===== config.mk =====
export PLATFORM = sky130hd
export DESIGN_NAME = thread_scheduler
export DESIGN_NICKNAME = d
export VERILOG_FILES = /design/src/rtl/thread_scheduler.sv
export SDC_FILE = /design/constraint.sdc
export NUM_CORES = 1
export LEC_CHECK = 0
export CAP_MARGIN = 20
export CELL_PAD_IN_SITES_DETAIL_PLACEMENT = 0
export CELL_PAD_IN_SITES_GLOBAL_PLACEMENT = 1
export CORE_MARGIN = 3
export CORE_UTILIZATION = 45
export DETAILED_ROUTE_END_ITERATION = 8
export PLACE_DENSITY_LB_ADDON = 0.1
export SETUP_SLACK_MARGIN = 0.05
export SLEW_MARGIN = 20
export SYNTH_ARGS = -nofsm -noshare
export SYNTH_HDL_FRONTEND = slang
export SYNTH_SLANG_ARGS = --single-unit

===== constraint.sdc =====
create_clock -name clk_i -period 9.1 [get_ports clk_i]
set_input_delay 1.82 -clock clk_i [delete_from_list [all_inputs] [get_ports clk_i]]
set_output_delay 1.82 -clock clk_i [all_outputs]
set_load 0.005 [all_outputs]

===== src/rtl/thread_scheduler.sv =====
// Round-robin issue scheduler for the four-thread barrel fetch stage.
// Owns per-thread PCs and active flags; presents one registered issue slot per cycle.
module thread_scheduler #(
    parameter int         INSTMEM_LOG2_DEEP = 8,
    parameter logic [3:0] RESET_ACTIVE      = 4'b1111
) (
    input  logic                         clk_i,
    input  logic                         rst_i,
    input  logic                         cfg_we_i,
    input  logic [1:0]                   cfg_tid_i,
    input  logic [INSTMEM_LOG2_DEEP-1:0] cfg_pc_i,
    input  logic                         halt_i,
    input  logic [1:0]                   halt_tid_i,
    input  logic                         redir_valid_i,
    input  logic [1:0]                   redir_tid_i,
    input  logic [INSTMEM_LOG2_DEEP-1:0] redir_pc_i,
    input  logic [3:0]                   stall_i,
    input  logic                         issue_ready_i,
    output logic                         issue_valid_o,
    output logic [1:0]                   thread_id,
    output logic [INSTMEM_LOG2_DEEP-1:0] PC_select,
    output logic [3:0]                   active_o
);

    logic [INSTMEM_LOG2_DEEP-1:0] pc [4];
    logic [3:0]                   active;
    logic [1:0]                   last_tid;
    logic [3:0]                   eligible;
    logic                         found;
    logic [1:0]                   grant;
    logic [1:0]                   cand;
    logic                         advance;

    assign active_o = active;
    assign advance  = ~issue_valid_o | issue_ready_i;

    // A thread whose PC is being rewritten this cycle must not issue with the stale PC.
    always_comb begin
        for (int unsigned n = 0; n < 4; n++) begin
            eligible[n] = active[n] & ~stall_i[n]
                        & ~(cfg_we_i & (cfg_tid_i == 2'(n)))
                        & ~(redir_valid_i & (redir_tid_i == 2'(n)));
        end
    end

    // Search starts one past the last winner; the last winner is considered last.
    always_comb begin
        found = 1'b0;
        grant = '0;
        cand  = '0;
        for (int unsigned k = 1; k <= 4; k++) begin
            cand = last_tid + 2'(k);
            if (!found && eligible[cand]) begin
                found = 1'b1;
                grant = cand;
            end
        end
    end

    always_ff @(posedge clk_i or posedge rst_i) begin
        if (rst_i) begin
            for (int unsigned n = 0; n < 4; n++) begin
                pc[n] <= '0;
            end
            active        <= RESET_ACTIVE;
            last_tid      <= 2'd3;
            issue_valid_o <= 1'b0;
            thread_id     <= '0;
            PC_select     <= '0;
        end else begin
            if (advance) begin
                if (found) begin
                    issue_valid_o <= 1'b1;
                    thread_id     <= grant;
                    PC_select     <= pc[grant];
                    pc[grant]     <= pc[grant] + INSTMEM_LOG2_DEEP'(1);
                    last_tid      <= grant;
                end else begin
                    issue_valid_o <= 1'b0;
                end
            end
            // Later assignments win: cfg over redirect over increment, cfg over halt.
            if (redir_valid_i) begin
                pc[redir_tid_i] <= redir_pc_i;
            end
            if (cfg_we_i) begin
                pc[cfg_tid_i] <= cfg_pc_i;
            end
            if (halt_i) begin
                active[halt_tid_i] <= 1'b0;
            end
            if (cfg_we_i) begin
                active[cfg_tid_i] <= 1'b1;
            end
        end
    end

endmodule

### Yosys cells after proc, flatten, opt, wreduce, memory -nomap -nowiden

Index checks and enable logic that the tools add are counted.

* bits in registers: 49
* latch bits: 0
* bits in writable memories: 0
* bits in read-only memories: 0
* input bits: 32
* output and inout port bits: 15
* word-level logic and storage cells: 126
* memories kept: 0

* add/sub/neg operators: 4
* multipliers: 0
* divide/modulo/power cells: 0
* magnitude comparators: 14
* eq/ne operators: 6
* shift operators: 0
* mux-type cells: 39
* bitwise gates (word level): 40
* reduce and logical (&&, ||, !) cells: 14

Operators with widths (number)
* $mux W32: 4
* $bwmux W32: 3
* $demux W8 S2: 3
* $mux W8: 5
* $and A1 B1 Y1: 20
* $lt A2 B3 Y1 const B: 6
* $bmux W8 S2: 1
* $not A1 Y1: 13
* $mux W1: 11
* $ge A3 B3 Y1 const B: 3
* $lt A3 B1 Y1 const B: 3
* $not A2 Y3: 3
* $add A8 B1 Y8 const B: 1
* $bmux W1 S2: 4
* $eq A2 B2 Y1 const B: 4
* $logic_and A1 B1 Y1: 8
* $mux W2: 4
* $mux W4: 2
* $add A2 B2 Y2 const B: 2
* $and A4 B4 Y4: 1
* $demux W1 S2: 2
* $eq A2 B1 Y1 const B: 2
* $ge A2 B1 Y1 const B: 2
* $logic_not A2 Y1: 2
* 6 further kinds: 8

### Logic depth before layout (Yosys ltp)

Gate-level depths: netlist of run 1.

* depth after elaboration: 29
* gate-level depth with buffers: 16
* depth with buffers taken out: 13

### Worst setup path before layout of run 1

OpenSTA, ideal clock, no wires.

* kind: input to register
* from: input port redir_valid_i
* to: register pc[28] (netlist name)
* library setup time: 0.126 ns
* arrival time: 4.756 ns
* data required time: 8.974 ns
* path slack: 4.218 ns
* stages on the path: 16
* path buffers: 3
* cells stage by stage: and3_1 > buf_2 > or4_1 > a21oi_1 > nor4_1 > buf_4 > buf_6 > mux2i_1 > mux2_2 > inv_1 > ha_1 > inv_1 > nor3_2 > xor2_1 > a211oi_1 > a221o_1

* cells in the longest elaborated chain, start to end: 27
* elaborated cells between the ends (all ways): 51
* those cells by class: add/sub (1); order compare (2); mux (28); bitwise (13); reduce/logical (7)

RTL lines
* start, declared: line 14 `input logic redir_valid_i,`
* $and A1 B1 Y1: line 42 `& ~(redir_valid_i & (redir_tid_i == 2'(n)));`
* $not A1 Y1: line 42
* $and A1 B1 Y1: line 42
* $bmux W1 S2: line 53 `if (!found && eligible[cand]) begin`
* $mux W1 (implied by the code): line 53
* $mux W1: line 53
* $logic_not A1 Y1: line 53
* $logic_and A1 B1 Y1: line 53
* [11 not listed]
* $add A8 B1 Y8 or $demux W8 S2 (tied branches): line 76 `pc[grant] <= pc[grant] + INSTMEM_LOG2_DEEP'(1);`
* $bwmux W32: line 76
* $mux W32: line 72 `if (found) begin`
* $mux W32: line 71 `if (advance) begin`
* $bwmux W32: line 84 `pc[redir_tid_i] <= redir_pc_i;`
* $mux W32 *: line 83 `if (redir_valid_i) begin`
* $bwmux W32: line 87 `pc[cfg_tid_i] <= cfg_pc_i;`
* $mux W32 *: line 86 `if (cfg_we_i) begin`
* end signal, assigned by index: line 76
* end signal, assigned by index: line 84
* end signal, assigned by index: line 87
* end, declared: line 25 `logic [INSTMEM_LOG2_DEEP-1:0] pc [4];`

Mark *: on every way between the ends. The rest lies on a longest branch, timed or not. The select of a mux whose other input is x is not followed.
A chain may end at the register's enable or synchronous reset.

### Worst setup path after layout of run 1

Same ends and word-level chain as after synthesis.

==> results of run 1 <==
[flip-flops by register name (all words and copies together) (netlist names)]
register	cells
pc	32
PC_select	8
active_o	4
last_tid	2
thread_id	2
issue_valid_o	1
[layer usage]
| metal | up-vias | share of wire (%) |
|---|---|---|
| li1 | 1331 | - |
| met5 | - | 0 |
| met1 | 1344 | 45 |
| met4 | 0 | 2.9 |
| met3 | 24 | 5.5 |
| met2 | 114 | 47 |
[cell families after synthesis]
family,count (synthesis),share of synthesized area (%)
DFF,49,39.7
adders and majority gates,1,0.402
buffers and inverters,26,3.70
muxes,39,12.9
and+or+nand+nor,121,21.9
AOI/OAI and AO/OA,103,20.4
xor gates and xnor gates,4,1.13
[synth_stat cells, types with 5 or more instances]
cell	count
dfrtp_1	43
nand2_1	38
mux2i_1	31
nor2_1	25
o21ai_0	22
a21oi_1	21
o21ai_1	17
a22oi_1	11
clkbuf_1	10
nand3_1	9
o21a_1	9
inv_1	8
mux2_2	8
nand2b_1	7
dfstp_2	6
buf_2	5
nand3b_1	5
o31ai_1	5
[cell type report]
| cell class | instances | area (um2) |
|---|---|---|
| Clock buffer | 8 | 80.1 |
| Inverter | 8 | 31.3 |
| Tap cell | 77 | 96.3 |
| Fill cell | 628 | 2840 |
| Multi-Input combinational cell | 268 | 1770 |
| Sequential cell | 49 | 1230 |
| Timing Repair Buffer | 49 | 483 |
[per-stage QoR]
| stage | utilization [%] | cell area (um2) | hold slack [ns] | instances |
|---|---|---|---|---|
| after detailed placement | 55.3 | 3610 | 0.464 | 451 |
| after floorplan | - | 3110 | 0.470 | 343 |
| after global placement | 55.3 | 3610 | 0.460 | 451 |
| after global routing | 56.5 | 3690 | 0.502 | 459 |
| final | 56.5 | 3690 | 0.478 | 459 |
| after CTS | 56.5 | 3690 | 0.485 | 459 |
[critical path, delay by kind of cell]
kind,cells,cell delay [ns]
AOI/OAI and AO/OA,4,0.67
adders and majority gates,1,0.23
muxes,1,0.42
xor gates and xnor gates,1,0.29
and+or+nand+nor,4,1.34
buffers and inverters,4,1.02
[how the worst min path moves through the flow]
stage / startpoint / end / slack (ns) / depth (start not counted)
after floorplan: thread_id[1] / thread_id[1] / 0.47 / 2
after global placement: thread_id[1] / thread_id[1] / 0.46 / 2
after detailed placement: thread_id[1] / thread_id[1] / 0.46 / 2
after CTS: thread_id[1] / thread_id[1] / 0.48 / 2
after global routing: thread_id[1] / thread_id[1] / 0.50 / 2
final: thread_id[1] / thread_id[1] / 0.48 / 2
[power groups by stage]
stage | logic, W | clock network, W | registers [W]
2_1_floorplan | 0.000365 | 0 | 0.000355
3_3_place_gp | 0.000513 | 0 | 0.000369
3_5_place_dp | 0.000518 | 0 | 0.000371
4_1_cts | 0.000520 | 0.000130 | 0.000367
5_1_grt | 0.000578 | 0.000139 | 0.000378
6_report | 0.000523 | 0.000126 | 0.000368
==> impl_metrics.tcl, run 1 <==
set metrics [dict create \
    status "complete, no violations" \
    slowest_stage "nor3b_2" \
    grt-busiest-layer "met2" \
    root_buffer "clkbuf_8" \
    cts.repair.resized 0 \
    yosysTopAreaCell "dfrtp_1" \
    antenna_cells 0 \
    worstReg2RegEnd "pc[28]" \
    p_clk_share_pct 12.4 \
    ioPinCount 47 \
    drive_gt1_share_pct 9.69 \
    vias 2813 \
    use_met2_pct 36.8 \
    pre_cts_slack_ns 3.26 \
    rrSetupSlack_ns 5.52 \
    seqPwrFrac_pct 36.2 \
    total_power_w 0.00102 \
    cts.htree.levels 2 \
    setup_slack_ns 3.51 \
    ys_ff_latch 49 \
    grt_antenna_before_repair 0 \
    synthTopCellsByArea "dfrtp_1, mux2i_1, dfstp_2, nand2_1, o21ai_0" \
    clock_latency_ns 0.30 \
    fin_setup_tns_ns 0 \
    worst_pin_slew_ns 0.965 \
    wl_mm 8.94 \
    fin_worst_skew_ns 0.00801 \
    cts_num_sinks 49 \
    yosysSeqAreaShare_pct 39.7 \
    r2r_cells 13 \
    worst_setup_path_end_kind "flip-flop" \
    synth_top_area_share_pct 34.6 \
    grt_pass1_wl_mm 14.1 \
    die_w_um 89.1 \
    post-cts-setup-buffers 0 \
    layout_commonest_cell "clkdlybuf4s50_1" \
    arrival_ns 5.78 \
    grt_usage_pct 23.8 \
    critical_path_class "in2reg" \
    cp.required_ns 9.29 \
    finalSetupViolCount 0 \
    area_growth_pct 18.7 \
    holdBufCountCts 0 \
    floorplan.core_area_um2 6530 \
    rows 29 \
    power_density_nw_per_um2 275 \
    max-slew-margin-rel_pct 35.3 \
    crit_path_max_incr_delay_ns 0.72 \
    r2r-start "active_o[0]" \
    ys_async_sr_fraction_pct 100 \
    synth_edf_count 0 \
    cts_tree "built" \
    hold_violations 0 \
    start_util_pct 47.6 \
    clk_pin_slew_ns 0.08 \
    crit_path_start_kind "primary input" \
    ir_drop_v 0.000110 \
    place_hpwl_mm 6.44 \
    p_comb_share_pct 51.4 \
    grt_max_degree 50 \
    critPathLaunch "redir_valid_i" \
    cp_max_fo 14 \
    clockBufferDepth 2 \
    use_met1_pct 33.4 \
    crit_chain "clkdlybuf4s50_1 > nor3b_2 > nor4b_2 > nor2_1 > o21ai_1 > a211oi_2 > buf_4 > mux2_2 > inv_1 > ha_1 > inv_1 > nor3_2 > xor2_1 > a211oi_1 > a221o_1" \
    die_y_um 89.1 \
    maxCapViolCount 0 \
    yosys_warnings 0 \
    drt-wirelength-per-cell_um 19.5 \
    viasPerCell 6.13 \
    ys.flop_type "dfrtp_1" \
    ant_nets 0 \
    gp_congestion 0.925 \
    synth_area_um2 3110 \
    drc 0 \
    drv_slew 0 \
    p_leak_nw 1.56 \
    synthesis.nets 376 \
    grt-ovfl-total 0 \
    final_cell_mix "clkdlybuf4s50_1, dfrtp_1, nand2_1" \
    fp.dieArea_um2 7950 \
    final_nets 414 \
    fin_crit_ns 5.59 \
    numPortBuffers 46 \
    first_pass_iters 5 \
    rsz0062_at_grt "no" \
    grtUsageMet3_pct 3.87 \
    period_share_pct 61.4 \
    drtIter0Drc 260 \
    cts_made_buffers 5 \
    max_freq_ghz 0.179 \
    switchingPower_w 0.000409 \
    netSwitchingFraction_pct 40.2 \
    syn_inst 343 \
    crit_path_end "pc[28]" \
    cp_common_cell "inv_1" \
    p_int_w 0.000608 \
    synth.distinct_cells 52 \
    grt_pass1_vias 2696 \
    min_path_type "reg2reg" \
    avgSynthCellArea_um2 9.07 \
]
Note: power is estimated with default switching activity, not from simulation.
==> run 2, diff against run 1 <==
Settings changed: CORE_UTILIZATION 45 to 37.
Clock period 9.1 ns to 4.5 ns, I/O delays scaled along.
==> run 2 against run 1 <==
Sequential cell count is the same. Largest cell class unchanged. Sequential power grew 100%. Cell count grew 11%. Via count shrank 0.78%. First-iteration DRC count shrank 41%.
==> impl_metrics.tcl, run 2 (synthesis results as in run 1) <==
set metrics [dict create \
    worst_pin_slew_ns 0.904 \
    crit_path_max_incr_delay_ns 0.51 \
    grt_max_degree 50 \
    cp.required_ns 4.70 \
    grt-ovfl-total 0 \
    p_int_w 0.00129 \
    drt-wirelength-per-cell_um 19.3 \
    nFillCells 792 \
    layout_commonest_cell "clkdlybuf4s50_1" \
    critical_path_class "in2reg" \
    grt_usage_pct 20.9 \
    hold_violations 0 \
    fin_worst_skew_ns 0.0128 \
    switchingPower_w 0.000857 \
    first_pass_iters 4 \
    largest_reg_flops 32 \
    cp_max_fo 8 \
    critPathLaunch "redir_valid_i" \
    placed_area_um2 3830 \
    fin_setup_tns_ns 0 \
    gp_congestion 0.871 \
    cts.repair.resized 0 \
    crit_family "simple AND/OR/NAND/NOR gates" \
    fin_crit_ns 4.15 \
    place_hpwl_mm 7.33 \
    cts_num_sinks 49 \
    grt_pass1_vias 2785 \
    crit_chain "clkdlybuf4s50_1 > nor3b_2 > nor4b_2 > a211oi_1 > nor4_2 > buf_4 > buf_4 > mux2i_1 > mux2_2 > or3_4 > o31a_1 > nor3_1 > o21ai_1" \
    p_leak_nw 1.68 \
    largest-register "pc" \
    hold_end "PC_select[7]" \
    power_density_nw_per_um2 548 \
    rsz0062_at_grt "no" \
    ant_nets 0 \
    die_w_um 97.7 \
    max-slew-margin-rel_pct 39.7 \
    min_path_type "reg2reg" \
    clk_pin_slew_ns 0.10 \
    worst_setup_path_end_kind "flip-flop" \
    arrival_ns 4.35 \
    worstReg2RegEnd "pc[29]" \
    utilization_pct 49.5 \
    drv_slew 0 \
    hold_depth 2 \
    cts_tree "built" \
    ir_drop_v 0.000205 \
    status "complete, no violations" \
    clockBufferDepth 2 \
    r2r-start "last_tid[1]" \
    path_buf_inv 3 \
    numPortBuffers 46 \
    period_share_pct 92.2 \
    wl_mm 9.82 \
    p_comb_share_pct 52.8 \
    antenna_cells 0 \
    drive_gt1_share_pct 15.5 \
    total_power_w 0.00215 \
    clock_latency_ns 0.31 \
    seqPwrFrac_pct 34.7 \
    finalSetupViolCount 0 \
    grt_pass1_wl_mm 15.6 \
    post-cts-setup-buffers 0 \
    rows 32 \
    crit_path_start_kind "primary input" \
    root_buffer "clkbuf_8" \
    start_util_pct 39.2 \
    viasPerCell 5.49 \
    final_nets 438 \
    final_area_um2 3920 \
    p_clk_share_pct 12.5 \
    maxCapViolCount 0 \
    ioPinCount 47 \
    rrSetupSlack_ns 1.16 \
    r2r_cells 12 \
    floorplan.core_area_um2 7930 \
    vias 2791 \
    slowest_stage "clkdlybuf4s50_1" \
    die_y_um 97.7 \
    drc 0 \
    hold_start "PC_select[7]" \
    fp.dieArea_um2 9540 \
    cp_common_cell "buf_4" \
    cts_made_buffers 5 \
    grt_antenna_before_repair 0 \
    drtIter0Drc 154 \
    final_cell_mix "clkdlybuf4s50_1, dfrtp_1, nand2_1" \
    holdBufCountCts 0 \
    cts.htree.levels 2 \
    netSwitchingFraction_pct 39.8 \
    max_freq_ghz 0.241 \
    area_growth_pct 26.1 \
]
==> run 2: cell count changes in the layout (fill, tap and decap cells not counted) <==
cell	delta
clkbuf_1	-2
buf_4	+23
buf_12	+1
clkinvlp_4	+2
==> run 2: worst max-delay path by stage <==
| stage | slack, ns | to | depth (start not counted) |
|---|---|---|---|
| finish | 0.35 | pc[29] | 13 |
| global placement | 0.06 | pc[4] | 16 |
| detailed placement | 0.07 | pc[28] | 15 |
| floorplan | 0.54 | pc[28] | 16 |
| global route | 0.12 | pc[28] | 15 |
| CTS | 0.37 | pc[28] | 15 |
==> run 2: final cells by class <==
type	instances	area [um2]	area share [%]
Timing Repair Buffer	73	676	17.2
Clock buffer	6	72.6	1.85
Tap cell	102	128	3.25
Inverter	8	31.3	0.797
Multi-Input combinational cell	268	1770	45.1
Clock inverter	2	15.0	0.383
Sequential cell	49	1230	31.4
==> run 2: per-stage QoR <==
step	setup WS [ns]	instances	hold slack (ns)
2_1_floorplan	0.538	343	0.470
5_1_grt	0.118	508	0.518
3_5_place_dp	0.0680	500	0.470
6_report	0.352	508	0.481
4_1_cts	0.371	508	0.491
3_3_place_gp	0.0645	500	0.459
==> run 2: layer usage <==
| layer | part of all wire, % | vias to the layer above | GRT usage [%] | routed length [um] |
|---|---|---|---|---|
| met2 | 46 | 87 | 32.7 | 4530 |
| met4 | 1.3 | 0 | 5.86 | 123 |
| met5 | 0 | - | 0 | 0 |
| met1 | 46 | 1316 | 30.0 | 4550 |
| li1 | - | 1380 | - | - |
| met3 | 6.2 | 8 | 2.80 | 612 |
==> run 2: power by group through the flow <==
stage               Sequential, W  Combinational, W  Clock (W)
floorplan                0.000718          0.000739          0
global route             0.000767           0.00126   0.000297
finish                   0.000746           0.00114   0.000268
CTS                      0.000745           0.00114   0.000279
global placement         0.000755           0.00113          0
detailed placement       0.000752           0.00114          0
==> run 2: worst min-delay path, delay by kind of cell, from the launching register on <==
family          cells  cell delay, ns
flops               1            0.35
compound gates      1            0.06
simple gates        1            0.05
==> run 3, diff against run 2 <==
Settings changed: CTS_CLUSTER_SIZE from default to 16, SKIP_CTS_REPAIR_TIMING from default to 1.
==> results of run 3 <==
No change in the layout: final DEF, timing and power equal those of run 2.
